===== src/rtl/alu_chunked_seq.sv =====
// Sequential chunked ALU: AND/OR/ADD/SUB/SLT over WIDTH-bit operands, CHUNK bits per clock, LSB first.
// The ripple carry is held in a register between chunks; valid/ready handshake on input and output.
module alu_chunked_seq #(
  parameter int WIDTH = 8,
  parameter int CHUNK = 2
) (
  input  logic             clk,
  input  logic             rst_n,
  input  logic             in_valid,
  output logic             in_ready,
  input  logic [WIDTH-1:0] a,
  input  logic [WIDTH-1:0] b,
  input  logic [2:0]       op,
  output logic             out_valid,
  input  logic             out_ready,
  output logic [WIDTH-1:0] result,
  output logic             cout,
  output logic             overflow,
  output logic             zero
);

  localparam int NCH = WIDTH / CHUNK;
  localparam int CW  = (NCH > 1) ? $clog2(NCH) : 1;

  generate
    if (WIDTH < 2 || CHUNK < 1 || (WIDTH % CHUNK) != 0) begin : g_bad_params
      $error("alu_chunked_seq: WIDTH must be >= 2 and a multiple of CHUNK");
    end
  endgenerate

  // FIN is the finishing cycle that applies SLT/illegal-op fix-ups, giving NCH+1 latency.
  typedef enum logic [1:0] {S_IDLE, S_RUN, S_FIN, S_DONE} state_t;

  state_t r_state;
  state_t w_state_next;

  logic [WIDTH-1:0] r_a;
  logic [WIDTH-1:0] r_b;
  logic [2:0]       r_op;
  logic             r_carry;
  logic [CW-1:0]    r_cnt;
  logic [WIDTH-1:0] r_result;
  logic             r_cout;
  logic             r_ovf;
  logic             r_zero;
  logic             r_slt_bit;

  logic [CHUNK-1:0] w_bb;
  logic [CHUNK-1:0] w_sum;
  logic [CHUNK-1:0] w_and;
  logic [CHUNK-1:0] w_or;
  logic [CHUNK:0]   w_c;
  logic [CHUNK-1:0] w_res_chunk;
  logic [WIDTH-1:0] w_res_ext;
  logic [WIDTH-1:0] w_final;
  logic             w_legal;
  logic             w_arith;
  logic             w_is_slt;
  logic             w_last;
  logic             w_ovf_chunk;

  // Operands shift right each RUN cycle, so the active chunk is always the low CHUNK bits.
  assign w_c[0] = r_carry;
  generate
    for (genvar gi = 0; gi < CHUNK; gi++) begin : g_bit
      assign w_bb[gi]   = r_b[gi] ^ r_op[2];
      assign w_sum[gi]  = r_a[gi] ^ w_bb[gi] ^ w_c[gi];
      assign w_c[gi+1]  = (r_a[gi] & w_bb[gi]) | (w_c[gi] & (r_a[gi] ^ w_bb[gi]));
      assign w_and[gi]  = r_a[gi] & r_b[gi];
      assign w_or[gi]   = r_a[gi] | r_b[gi];
    end
  endgenerate

  always_comb begin
    w_res_chunk = w_sum;
    case (r_op[1:0])
      2'b00:   w_res_chunk = w_and;
      2'b01:   w_res_chunk = w_or;
      default: w_res_chunk = w_sum;
    endcase
  end

  assign w_legal     = (r_op == 3'b000) || (r_op == 3'b001) || (r_op == 3'b010) ||
                       (r_op == 3'b110) || (r_op == 3'b111);
  assign w_arith     = w_legal && r_op[1];
  assign w_is_slt    = (r_op == 3'b111);
  assign w_last      = (r_cnt == CW'(NCH - 1));
  assign w_ovf_chunk = w_c[CHUNK-1] ^ w_c[CHUNK];
  assign w_res_ext   = WIDTH'(w_res_chunk);

  always_comb begin
    w_final = r_result;
    if (!w_legal) begin
      w_final = '0;
    end else if (w_is_slt) begin
      w_final = WIDTH'(r_slt_bit);
    end
  end

  always_comb begin
    w_state_next = r_state;
    case (r_state)
      S_IDLE:  if (in_valid) w_state_next = S_RUN;
      S_RUN:   if (w_last) w_state_next = S_FIN;
      S_FIN:   w_state_next = S_DONE;
      S_DONE:  if (out_ready) w_state_next = S_IDLE;
      default: w_state_next = S_IDLE;
    endcase
  end

  always_ff @(posedge clk or negedge rst_n) begin
    if (!rst_n) begin
      r_state <= S_IDLE;
    end else begin
      r_state <= w_state_next;
    end
  end

  always_ff @(posedge clk or negedge rst_n) begin
    if (!rst_n) begin
      r_a       <= '0;
      r_b       <= '0;
      r_op      <= '0;
      r_carry   <= 1'b0;
      r_cnt     <= '0;
      r_result  <= '0;
      r_cout    <= 1'b0;
      r_ovf     <= 1'b0;
      r_zero    <= 1'b0;
      r_slt_bit <= 1'b0;
    end else begin
      case (r_state)
        S_IDLE: begin
          if (in_valid) begin
            r_a     <= a;
            r_b     <= b;
            r_op    <= op;
            r_carry <= op[2];
            r_cnt   <= '0;
          end
        end
        S_RUN: begin
          r_a      <= r_a >> CHUNK;
          r_b      <= r_b >> CHUNK;
          r_carry  <= w_c[CHUNK];
          r_cnt    <= r_cnt + CW'(1);
          // Result fills from the top; after NCH shifts chunk 0 sits at the LSBs.
          r_result <= (r_result >> CHUNK) | (w_res_ext << (WIDTH - CHUNK));
          if (w_last) begin
            r_cout    <= w_arith & w_c[CHUNK];
            r_ovf     <= w_arith & w_ovf_chunk;
            r_slt_bit <= w_sum[CHUNK-1] ^ w_ovf_chunk;
          end
        end
        S_FIN: begin
          r_result <= w_final;
          r_zero   <= (w_final == '0);
        end
        default: ;
      endcase
    end
  end

  assign in_ready  = (r_state == S_IDLE);
  assign out_valid = (r_state == S_DONE);
  assign result    = r_result;
  assign cout      = r_cout;
  assign overflow  = r_ovf;
  assign zero      = r_zero;

endmodule


===== config.mk =====
export PLATFORM = sky130hd
export DESIGN_NAME = alu_chunked_seq
export DESIGN_NICKNAME = d
export VERILOG_FILES = /design/src/rtl/alu_chunked_seq.sv
export SDC_FILE = /design/constraint.sdc
export NUM_CORES = 1
export LEC_CHECK = 0
export ABC_AREA = 1
export ABC_CLOCK_PERIOD_IN_PS = 2700
export CORE_ASPECT_RATIO = 1.2
export CORE_MARGIN = 8
export CORE_UTILIZATION = 53
export CTS_BUF_LIST = sky130_fd_sc_hd__clkbuf_8
export CTS_CLUSTER_SIZE = 12
export DETAILED_ROUTE_END_ITERATION = 8
export PLACE_DENSITY = 0.81
export SLEW_MARGIN = 20
export SYNTH_ARGS = -nofsm -noshare
export SYNTH_HDL_FRONTEND = slang
export SYNTH_SLANG_ARGS = --single-unit

===== constraint.sdc =====
create_clock -name clk -period 2.7 [get_ports clk]
set_input_delay 0.27 -clock clk [delete_from_list [all_inputs] [get_ports clk]]
set_output_delay 0.27 -clock clk [all_outputs]
set_load 0.02 [all_outputs]

== Yosys cells after proc, flatten, opt, wreduce, memory -nomap -nowiden ==
Cells that the tools add are included.

* Output and inout port bits: 13
* Bits in latches: 0
* Bits in registers: 36
* Memories kept: 0
* Bits of input ports: 23
* RAM bits: 0
* Logic and storage cells: 76
* ROM bits: 0

* Reduce and logical (&&, ||, !) cells: 15
* $mul: 0
* Add/sub/neg operators: 1
* Shift-type cells: 0
* $lt $le $gt $ge: 0
* Bitwise logic cells: 21
* Mux-type cells: 16
* Div/mod/pow operators: 0
* Equality and inequality tests: 12

{| class="wikitable"
|+ Operators with widths
! kind !! number
|-
| one-hot mux 8 bit (2 select lines) || 3
|-
| 2-to-1 mux 8 bit || 4
|-
| AND 1 bit || 8
|-
| zero test 8 bit || 1
|-
| 2-to-1 mux 2 bit || 4
|-
| bitwise OR 6 x 8 -> 8 bit || 1
|-
| one-hot mux 2 bit (2 select lines) || 2
|-
| one-hot mux 2 bit (4 select lines) || 1
|-
| XOR 1 bit || 8
|-
| == test 2 bit, second input constant || 3
|-
| == test 3 bit, second input constant || 2
|-
| AND reduction 2 bit || 3
|-
| == test 2 x 1 -> 1 bit, second input constant || 2
|-
| zero test 2 bit || 2
|-
| logical OR 1 bit || 4
|-
| inequality test 2 bit, second input constant || 2
|-
| bitwise OR 1 bit || 4
|-
| nonzero test 2 bit || 2
|-
| == test 3 x 1 -> 1 bit, second input constant || 1
|-
| == test 3 x 2 -> 1 bit, second input constant || 1
|-
| zero test 3 bit || 1
|-
| AND reduction 3 bit || 1
|-
| adder 2 x 1 -> 2 bit, second input constant || 1
|-
| inequality test 2 x 1 -> 1 bit, second input constant || 1
|-
| 3 further kinds || 3
|}

== Longest topological paths before layout ==
Gate-level depths: netlist (run 1).

* Depth in word-level cells: 8
* Depth in mapped cells: 9

== Worst setup path after synthesis (run 1) ==
Ideal clock, no wire load.

* Path type: register -> register
* Start point: reg r_op[2]
* End point: reg r_result[7], in the netlist result[7]
* Path slack: 0.720 ns
* Data arrival time: 1.863 ns
* Setup time: 0.117 ns
* Stages on the path, launching flop included: 10
* Cells stage by stage: dfrtp_1 -> clkbuf_2 -> xnor2_1 -> fa_1 -> inv_1 -> fa_1 -> a21oi_1 -> nand3_1 -> nand3_1 -> nand2_1

* Longest elaborated chain between the ends: 8
* Elaborated cells between the ends (all ways): 22

{| class="wikitable"
|+ RTL lines
! item !! line !! RTL
|-
| start, declared || 39 || <nowiki>logic [2:0] r_op;</nowiki>
|-
| start signal, assigned || 137 || <nowiki>r_op <= op;</nowiki>
|-
| XOR 1 bit || 66 || <nowiki>assign w_bb[gi] = r_b[gi] ^ r_op[2];</nowiki>
|-
| XOR 1 bit || 68 || <nowiki>assign w_c[gi+1] = (r_a[gi] & w_bb[gi]) | (w_c[gi] & (r_a[gi] ^ w_bb[gi]));</nowiki>
|-
| AND 1 bit || 68 ||
|-
| bitwise OR 1 bit || 68 ||
|-
| XOR 1 bit || 67 || <nowiki>assign w_sum[gi] = r_a[gi] ^ w_bb[gi] ^ w_c[gi];</nowiki>
|-
| one-hot mux 2 bit (2 select lines) || 76 || <nowiki>case (r_op[1:0])</nowiki>
|-
| bitwise OR 6 x 8 -> 8 bit || 148 || <nowiki>r_result <= (r_result >> CHUNK) | (w_res_ext << (WIDTH - CHUNK));</nowiki>
|-
| one-hot mux 8 bit (2 select lines) * || 132 || <nowiki>case (r_state)</nowiki>
|-
| end signal, assigned || 148 ||
|-
| end signal, assigned || 156 || <nowiki>r_result <= w_final;</nowiki>
|-
| end, declared || 42 || <nowiki>logic [WIDTH-1:0] r_result;</nowiki>
|}

Mark *: on every way between the ends. The rest lies on a longest branch, timed or not.
A chain may end at the register's enable or synchronous reset.

== Final worst setup path (run 1) ==
Ends and elaborated chain as after synthesis.

==> results.ini, run 1 <==
[clocking]
hold_buffers=0
cts_resized=0
clock-root-buffer=clkbuf_8
clkLatencyLatePin_ps=280
cts_tree=built
numCtsBuffers=5
htree_levels=2
cts.sinks=36
path_clk_slew_ps=70
cts_setup_buffers=0
clk_path_buf_depth=2

[die]
io_pins=36
fp.dieH_um=81.4
core-area_mm2=0.00351
die_w_um=70.5
num_rows=24
dieArea_mm2=0.00575
initial_core_util_pct=53.8

[timing]
post-route-period-util_pct=77.4
min_period_ps=2090
fin_tns_setup_ps=0
setup_violations=0
rsz0062_at_grt=false
timing.fmax_ghz=0.478
skew_ps=4.45
hold_viol=0
drv_slew=0
fin_ws_ps=609
tightest_slew_ps=678
slew_headroom_pct=54.6
holdWs_ps=405

[layout]
fill_cells=302
n_antenna_cell=0
layout_commonest_cell=nand2_1
areaGrowthSynthToFinish_pct=23.2
drive_gt1_share_pct=5.36
final_cell_mix=nand2_1, dfrtp_1, clkdlybuf4s50_1
fin_nets=292
stdcell_area_mm2=0.00233

[drt]
totalWireLength_mm=3.95
drtIter0Drc=120
wire_per_inst_um=13.2
postRouteAntennaNets=0
num_vias=1605
dr.pass1.iters=4
drc=0
vias_per_cell=5.35

[synth]
synthFlopType=dfrtp_1
synth_cell_types=30
ys_async_sr_fraction_pct=100
synth_edf_count=0
syn_nets=257
ys_seq_area_share_pct=47.6
synth-seq-cells=36
yosysWarningCount=0
syn_area_mm2=0.00189
syn_area_per_cell_um2=8.37
synthCells=226

[pwr]
vdd_drop_max_uv=801
leakage_nw=1.08
powerDensity_mw_per_mm2=1290

[critical_path]
required_ps=2870
end_kind=register
crit_fanout=6
startpoint=r_op[2]$_DFFE_PN0P_
startpoint_type=register
crit_type=reg2reg
arrival_ps=2270
rrSetupSlack_ps=610
rr_endpoint=result[7]$_DFFE_PN0P_
r2r_cells=8
r2r-start=r_op[2]$_DFFE_PN0P_
endpoint=result[7]$_DFFE_PN0P_

[placement]
io_buffer_count=35
hpwlAfterDp_mm=2.97
pre_cts_slack_ps=619
place.gp.congestion=0.854
placed_area_mm2=0.00225

[grt]
grt_pass1_wl_mm=7.00
grt_util_all_layers_pct=14.9
grt_overflow=0
grt_max_degree=37
antenna_found_initial=0
grt_pass1_vias=1576

[job]
cap_violations=0

[run_status]
outcome=finished clean

[min_path]
hold_class=in2async

## critical path, stage by stage, from the launching register on
cell,delay [ps]
dfrtp_1,480
xnor2_1,190
fa_1,410
inv_1,120
fa_1,410
a21oi_1,150
nand3_1,100
nand3_1,70
nand2_1,60
## worst min path at each step
stage                     startpoint          endpoint  cells past startpoint
floorplan                      rst_n  cout$_DFFE_PN0P_                      0
global placement    zero$_DFFE_PN0P_  zero$_DFFE_PN0P_                      2
detailed placement  zero$_DFFE_PN0P_  zero$_DFFE_PN0P_                      2
CTS                            rst_n  zero$_DFFE_PN0P_                      2
global route                   rst_n  zero$_DFFE_PN0P_                      2
finish                         rst_n  zero$_DFFE_PN0P_                      2
## area by class of cell
class	instances	area, µm²	share of cell area, %
clock buffers	5	68.8	2.95
well taps	39	48.8	2.09
flip-flops and latches	36	901	38.6
multi-input cells	156	842	36.1
clock inverters	2	8.76	0.376
repair buffers	37	365	15.7
inverters	25	96.3	4.13
## power breakdown
part           switching [mW]  internal, mW  leakage, nW
clock                   0.176         0.171       0.0452
sequential              0.209         0.804        0.434
combinational           0.986         0.657        0.598
## state kept, by name, indices dropped and copies added, names as in the netlist
signal,count
zero,1
r_b,8
r_cnt,2
result,8
r_carry,1
cout,1
r_slt_bit,1
r_op,3
r_a,8
overflow,1
r_state,2
## per-layer routing
metal / wire [µm] / up-vias / GRT usage (%)
met5: 0 / - / 0
met4: 48 / 0 / 5.33
met3: 253 / 6 / 5.56
met2: 1980 / 37 / 26.7
met1: 1660 / 756 / 15.9
li1: - / 806 / -
## kinds of logic (layout without fill, tap and decap cells)
kind of cell    Yosys count  after routing  synth area share (%)
mux                       1              1                 0.529
simple gates             96             96                  21.2
fa+ha+maj                 8              8                  6.48
xor+xnor                  3              3                  1.39
buf+inv                  34             69                  7.87
compound gates           48             48                  14.9
flops                    36             36                  47.6
## cell usage after synthesis (2+ instances only)
cell type,n,area (µm²)
a31oi_1,12,75.1
a21oi_1,7,35.0
inv_1,22,82.6
fa_1,3,60.1
nand2_1,55,206
buf_4,2,15.0
a22oi_1,2,15.0
nor2_1,20,75.1
buf_2,2,10.0
xnor2_1,2,17.5
nand3_1,13,65.1
clkbuf_1,3,11.3
dfrtp_1,36,901
nand4_1,5,31.3
o21ai_0,22,110
ha_1,5,62.6
nand2_2,2,12.5
## per-stage QoR
step           total power, mW  utilization [%]  std cells
2_1_floorplan             2.23                -        226
3_3_place_gp              2.63             64.1        293
3_5_place_dp              2.68             64.1        293
4_1_cts                   3.04             66.3        300
5_1_grt                   3.30             66.3        300
6_report                  3.00             66.3        300
(Power assumes the default switching activity.)
==> inputs of run 2 (changes only) <==
--- a/config.mk
+++ b/config.mk
@@ -6,7 +6,7 @@
 export NUM_CORES = 1
 export LEC_CHECK = 0
 export ABC_AREA = 1
-export ABC_CLOCK_PERIOD_IN_PS = 2700
+export ABC_CLOCK_PERIOD_IN_PS = 2070
 export CORE_ASPECT_RATIO = 1.2
 export CORE_MARGIN = 8
 export CORE_UTILIZATION = 53
==> constraint.sdc (replaced) <==
create_clock -name clk -period 2.07 [get_ports clk]
set_input_delay 0.207 -clock clk [delete_from_list [all_inputs] [get_ports clk]]
set_output_delay 0.207 -clock clk [all_outputs]
set_load 0.02 [all_outputs]
==> run 2 against run 1 <==
  * Utilization grew 2.7 points
  * Largest power group unchanged
  * Clock power rose by 150%
  * Clock-buffer cell count unchanged
  * Die area did not move
  * Highest routed layer unchanged
  * Register-to-register slack worse by 450 ps
  * First-iteration DRC count down 15%
  * Via count rose by 0.44%
  * Hold slack got worse by 77 ps
  * Critical path type is now reg2out
  * Global-route usage grew 0.71 points
  * Final area rose by 4.0%
  * Power rose by 46%
==> results.ini, run 2 (same netlist as run 1, synthesis figures left out) <==
[drt]
dr.pass1.iters=4  ; unchanged
drc=0  ; unchanged
totalWireLength_mm=4.21  ; was 3.95 mm
vias_per_cell=5.34  ; was 5.35
num_vias=1612  ; was 1,605
wire_per_inst_um=14.0  ; was 13.2 µm
postRouteAntennaNets=0  ; unchanged
drtIter0Drc=102  ; was 120

[layout]
final_cell_mix=nand2_1, dfrtp_1, clkdlybuf4s50_1  ; unchanged
n_antenna_cell=0  ; unchanged
layout.area.seq_um2=901  ; unchanged
drive_gt1_share_pct=7.60  ; was 5.36%
fill_cells=282  ; was 302
layout_commonest_cell=nand2_1  ; unchanged
areaGrowthSynthToFinish_pct=28.2  ; was 23.2%
multiInputGateArea_um2=847  ; was 842 µm²
fin_nets=293  ; was 292

[clocking]
clock-root-buffer=clkbuf_8  ; unchanged
clk_path_buf_depth=2  ; unchanged
cts_tree=built  ; unchanged
numCtsBuffers=5  ; unchanged
clkLatencyLatePin_ps=290  ; was 280 ps
cts_setup_buffers=0  ; unchanged
hold_buffers=0  ; unchanged
htree_levels=2  ; unchanged
cts.sinks=36  ; unchanged
path_clk_slew_ps=80  ; was 70 ps

[critical_path]
rr_endpoint=result[7]$_DFFE_PN0P_  ; unchanged
r2r_cells=8  ; unchanged
required_ps=1860  ; was 2870 ps
slowest_delay_ps=630  ; was 480 ps
crit_fanout=5  ; was 6
startpoint_type=register  ; unchanged
rrSetupSlack_ps=160  ; was 610 ps
crit_type=reg2out  ; was reg2reg
cp_slowest_cell=clkdlybuf4s50_1  ; was dfrtp_1
arrival_ps=1700  ; was 2270 ps
r2r-start=r_b[0]$_DFFE_PN0P_  ; was r_op[2]$_DFFE_PN0P_
cp_cell_sequence=inv_1 > ha_2 > clkdlybuf4s50_1  ; was xnor2_1 > fa_1 > inv_1 > fa_1 > a21oi_1 > nand3_1 > nand3_1 > nand2_1
end_kind=primary output  ; was register

[grt]
grt_pass1_wl_mm=7.33  ; was 7.00 mm
grt_util_all_layers_pct=15.6  ; was 14.9%
grt_overflow=0  ; unchanged
grt_pass1_vias=1621  ; was 1,576
antenna_found_initial=0  ; unchanged
grt_max_degree=37  ; unchanged

[die]
dieArea_mm2=0.00575  ; unchanged
io_pins=36  ; unchanged
initial_core_util_pct=53.8  ; unchanged
core-area_mm2=0.00351  ; unchanged
die_w_um=70.5  ; unchanged
fp.dieH_um=81.4  ; unchanged
num_rows=24  ; unchanged

[timing]
fin_tns_setup_ps=0  ; unchanged
setup_violations=0  ; unchanged
tightest_slew_ps=690  ; was 678 ps
slew_headroom_pct=53.8  ; was 54.6%
skew_ps=6.15  ; was 4.45 ps
holdWs_ps=328  ; was 405 ps
hold_viol=0  ; unchanged
timing.fmax_ghz=0.523
rsz0062_at_grt=false  ; unchanged
drv_slew=0  ; unchanged
min_period_ps=1910
post-route-period-util_pct=92.4

[min_path]
hold_class=in2async  ; unchanged

[pwr]
powerDensity_mw_per_mm2=1810  ; was 1290 mW/mm²
leakage_nw=1.11  ; was 1.08 nW
vdd_drop_max_uv=1240  ; was 801 µV

[placement]
hpwlAfterDp_mm=2.97  ; about the same
io_buffer_count=35  ; unchanged
place.gp.congestion=0.848  ; was 0.854

[job]
cap_violations=0  ; unchanged

[run_status]
outcome=finished clean  ; unchanged

-- run 2: per-layer routing --
layer  global-route usage [%]  routed length, µm  up-vias
met2                     26.7               2140       42
met1                     18.1               1790      755
met3                     5.68                259        4
met5                        0                  0        -
met4                     4.73                 28        0
li1                         -                  -      811
-- run 2: critical path: cells and delay by family, from the launching register on --
| kind | cells | cell delay, ps |
|---|---|---|
| adders and majority gates | 1 | 260 |
| buffers and inverters | 2 | 730 |
| DFF | 1 | 420 |
-- run 2: worst max-delay path by stage --
stage / startpoint / endpoint / slack (ps) / cells after the start
floorplan: r_op[2]$_DFFE_PN0P_ / result[7]$_DFFE_PN0P_ / 90 / 9
global placement: r_b[0]$_DFFE_PN0P_ / result[7]$_DFFE_PN0P_ / 170 / 8
detailed placement: r_b[0]$_DFFE_PN0P_ / result[7]$_DFFE_PN0P_ / 90 / 8
CTS: r_state[0]$_DFFE_PN0P_ / in_ready / 70 / 3
global route: r_b[0]$_DFFE_PN0P_ / result[7]$_DFFE_PN0P_ / 50 / 8
finish: r_state[0]$_DFFE_PN0P_ / in_ready / 160 / 3
-- run 2: final cells by class --
type | count | share of cell area, %
clock buffers | 5 | 2.84
clock inverters | 3 | 3.72
inverters | 25 | 3.97
multi-input cells | 156 | 34.9
flip-flops and latches | 36 | 37.2
well taps | 39 | 2.01
repair buffers | 38 | 15.4
-- run 2: timing repair --
action	in CTS	in global routing
hold endpoints to repair	0	0
setup endpoints to repair	0	2
resized for setup	0	3
-- run 2: power breakdown --
part | switching, mW | total [mW] | internal, mW | leakage (nW)
Combinational | 1.34 | 2.23 | 0.885 | 0.600
Clock | 0.256 | 0.859 | 0.603 | 0.0784
Sequential | 0.259 | 1.31 | 1.05 | 0.434
Total | 1.86 | 4.40 | 2.54 | 1.11
-- run 2: stage by stage --
step           cells  setup WS (ps)  instance area (µm²)  utilization (%)  power (mW)
5_1_grt          302           53.2                 2420             69.0        4.78
2_1_floorplan    226           90.0                 1890                -        2.91
4_1_cts          302           69.1                 2420             68.9        4.40
3_5_place_dp     294           92.0                 2260             64.4        3.50
6_report         302            158                 2420             69.0        4.40
3_3_place_gp     294            165                 2260             64.4        3.44
==> inputs of run 3 (changes only) <==
--- a/config.mk
+++ b/config.mk
@@ -6,7 +6,6 @@
 export NUM_CORES = 1
 export LEC_CHECK = 0
 export ABC_AREA = 1
-export ABC_CLOCK_PERIOD_IN_PS = 2070
 export CORE_ASPECT_RATIO = 1.2
 export CORE_MARGIN = 8
 export CORE_UTILIZATION = 53
@@ -14,6 +13,8 @@
 export CTS_CLUSTER_SIZE = 12
 export DETAILED_ROUTE_END_ITERATION = 8
 export PLACE_DENSITY = 0.81
+export SETUP_SLACK_MARGIN = 0.5
+export SKIP_LAST_GASP = 1
 export SLEW_MARGIN = 20
 export SYNTH_ARGS = -nofsm -noshare
 export SYNTH_HDL_FRONTEND = slang
==> run 3 against run 2 <==
  * Combinational power increased by 26%
  * Largest power group unchanged
  * Global-route usage increased by 1.2 points
  * Register-to-register slack got worse by 50 ps
  * Utilization increased by 3.5 points
  * Clock power decreased by 36%
  * Worst setup slack got worse by 54 ps
  * Sequential power increased by 3%
==> results.ini, run 3 (same netlist as run 1, synthesis figures left out) <==
[placement]
hpwlAfterDp_mm=2.98  ; was 2.97 mm
place.gp.congestion=0.837  ; was 0.848
io_buffer_count=35  ; unchanged
placed_area_mm2=0.00228  ; was 0.00226 mm²

[drt]
totalWireLength_mm=4.93  ; was 4.21 mm
vias_per_cell=5.54  ; was 5.34
wire_per_inst_um=15.8  ; was 14.0 µm
num_vias=1728  ; was 1,612
dr.pass1.iters=4  ; unchanged
drc=0  ; unchanged
drtIter0Drc=168  ; was 102
postRouteAntennaNets=0  ; unchanged

[grt]
grt_util_all_layers_pct=16.8  ; was 15.6%
grt_pass1_wl_mm=7.63  ; was 7.33 mm
grt_pass1_vias=1606  ; was 1,621
grt_max_degree=37  ; unchanged
grt_overflow=0  ; unchanged
antenna_found_initial=0  ; unchanged

[timing]
tightest_slew_ps=457  ; was 690 ps
skew_ps=2.33  ; was 6.15 ps
post-route-period-util_pct=95.0  ; was 92.4%
timing.fmax_ghz=0.509  ; was 0.523 GHz
slew_headroom_pct=69.5  ; was 53.8%
rsz0062_at_grt=true  ; was false
hold_viol=0  ; unchanged
setup_violations=0  ; unchanged
min_period_ps=1970  ; was 1910 ps
drv_slew=0  ; unchanged
fin_tns_setup_ps=0  ; unchanged

[clocking]
htree_levels=2  ; unchanged
clock-root-buffer=clkbuf_8  ; unchanged
clk_path_buf_depth=2  ; unchanged
cts.sinks=36  ; unchanged
cts_tree=built  ; unchanged
clkLatencyLatePin_ps=290  ; about the same
numCtsBuffers=5  ; unchanged
path_clk_slew_ps=70  ; was 80 ps

[min_path]
hold_class=in2async  ; unchanged

[layout]
layout_commonest_cell=nand2_1  ; unchanged
areaGrowthSynthToFinish_pct=34.7  ; was 28.2%
multiInputGateArea_um2=930  ; was 847 µm²
final_cell_mix=nand2_1, dfrtp_1, clkdlybuf4s50_1  ; unchanged
stdcell_area_mm2=0.00255  ; was 0.00242 mm²
n_antenna_cell=0  ; unchanged
drive_gt1_share_pct=15.4  ; was 7.60%
layout.area.seq_um2=903  ; was 901 µm²
fill_cells=259  ; was 282
fin_nets=304  ; was 293

[critical_path]
arrival_ps=2160  ; was 1700 ps
startpoint_type=register  ; unchanged
end_kind=register  ; was primary output
crit_type=reg2reg  ; was reg2out
slowest_delay_ps=450  ; was 630 ps
cp_cell_sequence=xnor2_4 > fa_2 > inv_2 > fa_1 > a21oi_1 > nand3_1 > nand3_1 > nand2_1  ; was inv_1 > ha_2 > clkdlybuf4s50_1
r2r-start=r_b[0]$_DFFE_PN0P_  ; unchanged
cp_slowest_cell=dfrtp_2  ; was clkdlybuf4s50_1
path_delay_family=adder cells  ; was buffers and inverters
crit_fanout=2  ; was 5
rr_endpoint=result[7]$_DFFE_PN0P_  ; unchanged
worst-path-buf-inv=1  ; was 2
required_ps=2260  ; was 1860 ps
rrSetupSlack_ps=100  ; was 160 ps
crit_path_frequent_cell=nand3_1
r2r_cells=8  ; unchanged

[die]
dieArea_mm2=0.00575  ; unchanged
num_rows=24  ; unchanged
die_w_um=70.5  ; unchanged
io_pins=36  ; unchanged
initial_core_util_pct=53.8  ; unchanged
core-area_mm2=0.00351  ; unchanged
fp.dieH_um=81.4  ; unchanged

[job]
cap_violations=0  ; unchanged

[pwr]
powerDensity_mw_per_mm2=1850  ; was 1810 mW/mm²
seqPwrFrac_pct=28.7  ; was 29.7%
swShare_pct=45.2  ; was 42.3%
p_sw_mw=2.13  ; was 1.86 mW
clkPwrFrac_pct=11.6  ; was 19.5%
vdd_drop_max_uv=1170  ; was 1240 µV
p_int_mw=2.58  ; was 2.54 mW
combinationalPowerShare_pct=59.6  ; was 50.7%
leakage_nw=1.20  ; was 1.11 nW

[run_status]
outcome=finished clean  ; unchanged

-- run 3: cell types whose count changed in the layout (fill, tap and decap cells not counted), sizes merged --
cell           before  now
buf                 3   13
bufinv              3    0
clkbuf              5    8
clkdlybuf4s50      35   30
dlygate4sd2         0    1
dlymetal6s2s        0    3
o21ai              24   25
-- run 3: power groups by stage --
stage          logic (mW)  registers [mW]  clock network (mW)
3_3_place_gp         2.17            1.32                   0
4_1_cts              2.40            1.32               0.550
6_report             2.81            1.35               0.549
3_5_place_dp         2.25            1.34                   0
2_1_floorplan        1.61            1.38                   0
5_1_grt              3.11            1.39               0.587
-- run 3: per-stage QoR --
| step | hold WS [ps] | utilization, % | worst slack (ps) | power (mW) | std cells |
|---|---|---|---|---|---|
| 2_1_floorplan | -88.6 | - | 171 | 2.99 | 226 |
| 3_3_place_gp | 471 | 65.0 | 156 | 3.50 | 294 |
| 3_5_place_dp | 474 | 65.0 | 109 | 3.59 | 294 |
| 4_1_cts | 353 | 69.2 | 191 | 4.27 | 305 |
| 5_1_grt | 393 | 72.5 | -10.1 | 5.08 | 312 |
| 6_report | 338 | 72.5 | 105 | 4.71 | 312 |
-- run 3: how the worst max path moves through the flow --
stage                                  endpoint  slack (ps)  depth (start not counted)                 from
final                     result[7]$_DFFE_PN0P_         100                          8   r_b[0]$_DFFE_PN0P_
after global routing      result[7]$_DFFE_PN0P_         -10                          8   r_b[0]$_DFFE_PN0P_
after CTS                 result[7]$_DFFE_PN0P_         190                          8   r_b[0]$_DFFE_PN0P_
after detailed placement  result[7]$_DFFE_PN0P_         110                          8   r_b[0]$_DFFE_PN0P_
after global placement    result[7]$_DFFE_PN0P_         160                          8   r_b[0]$_DFFE_PN0P_
after floorplan           result[7]$_DFFE_PN0P_         170                          9  r_op[2]$_DFFE_PN0P_
-- run 3: layout make-up --
class / instances / share of cell area (%)
flip-flops and latches: 36 / 35.4
repair buffers: 48 / 18.6
clock buffers: 7 / 3.78
inverters: 25 / 3.83
multi-input cells: 157 / 36.5
well taps: 39 / 1.91
-- run 3: timing repair --
| item | CTS | global route |
|---|---|---|
| buffers inserted | 3 | 7 |
| pin swaps | 2 | 6 |
| hold buffers | 0 | 0 |
| setup endpoints to repair | 26 | 33 |
| gates cloned | 1 | 0 |
| resized for setup | 9 | 17 |
-- run 3: worst reg2reg max path, stage by stage, from the launching register on --
cell and delay (ps):
dfrtp_2 450, xnor2_4 150, fa_2 360, inv_2 80, fa_1 450, a21oi_1 160
nand3_1 100, nand3_1 80, nand2_1 50
-- run 3: per-layer routing --
| layer | wire [µm] | GRT usage, % | vias to the layer above |
|---|---|---|---|
| li1 | - | - | 835 |
| met1 | 1970 | 19.3 | 811 |
| met2 | 2470 | 26.9 | 62 |
| met3 | 286 | 6.28 | 20 |
| met4 | 191 | 9.47 | 0 |
| met5 | 0 | 0 | - |
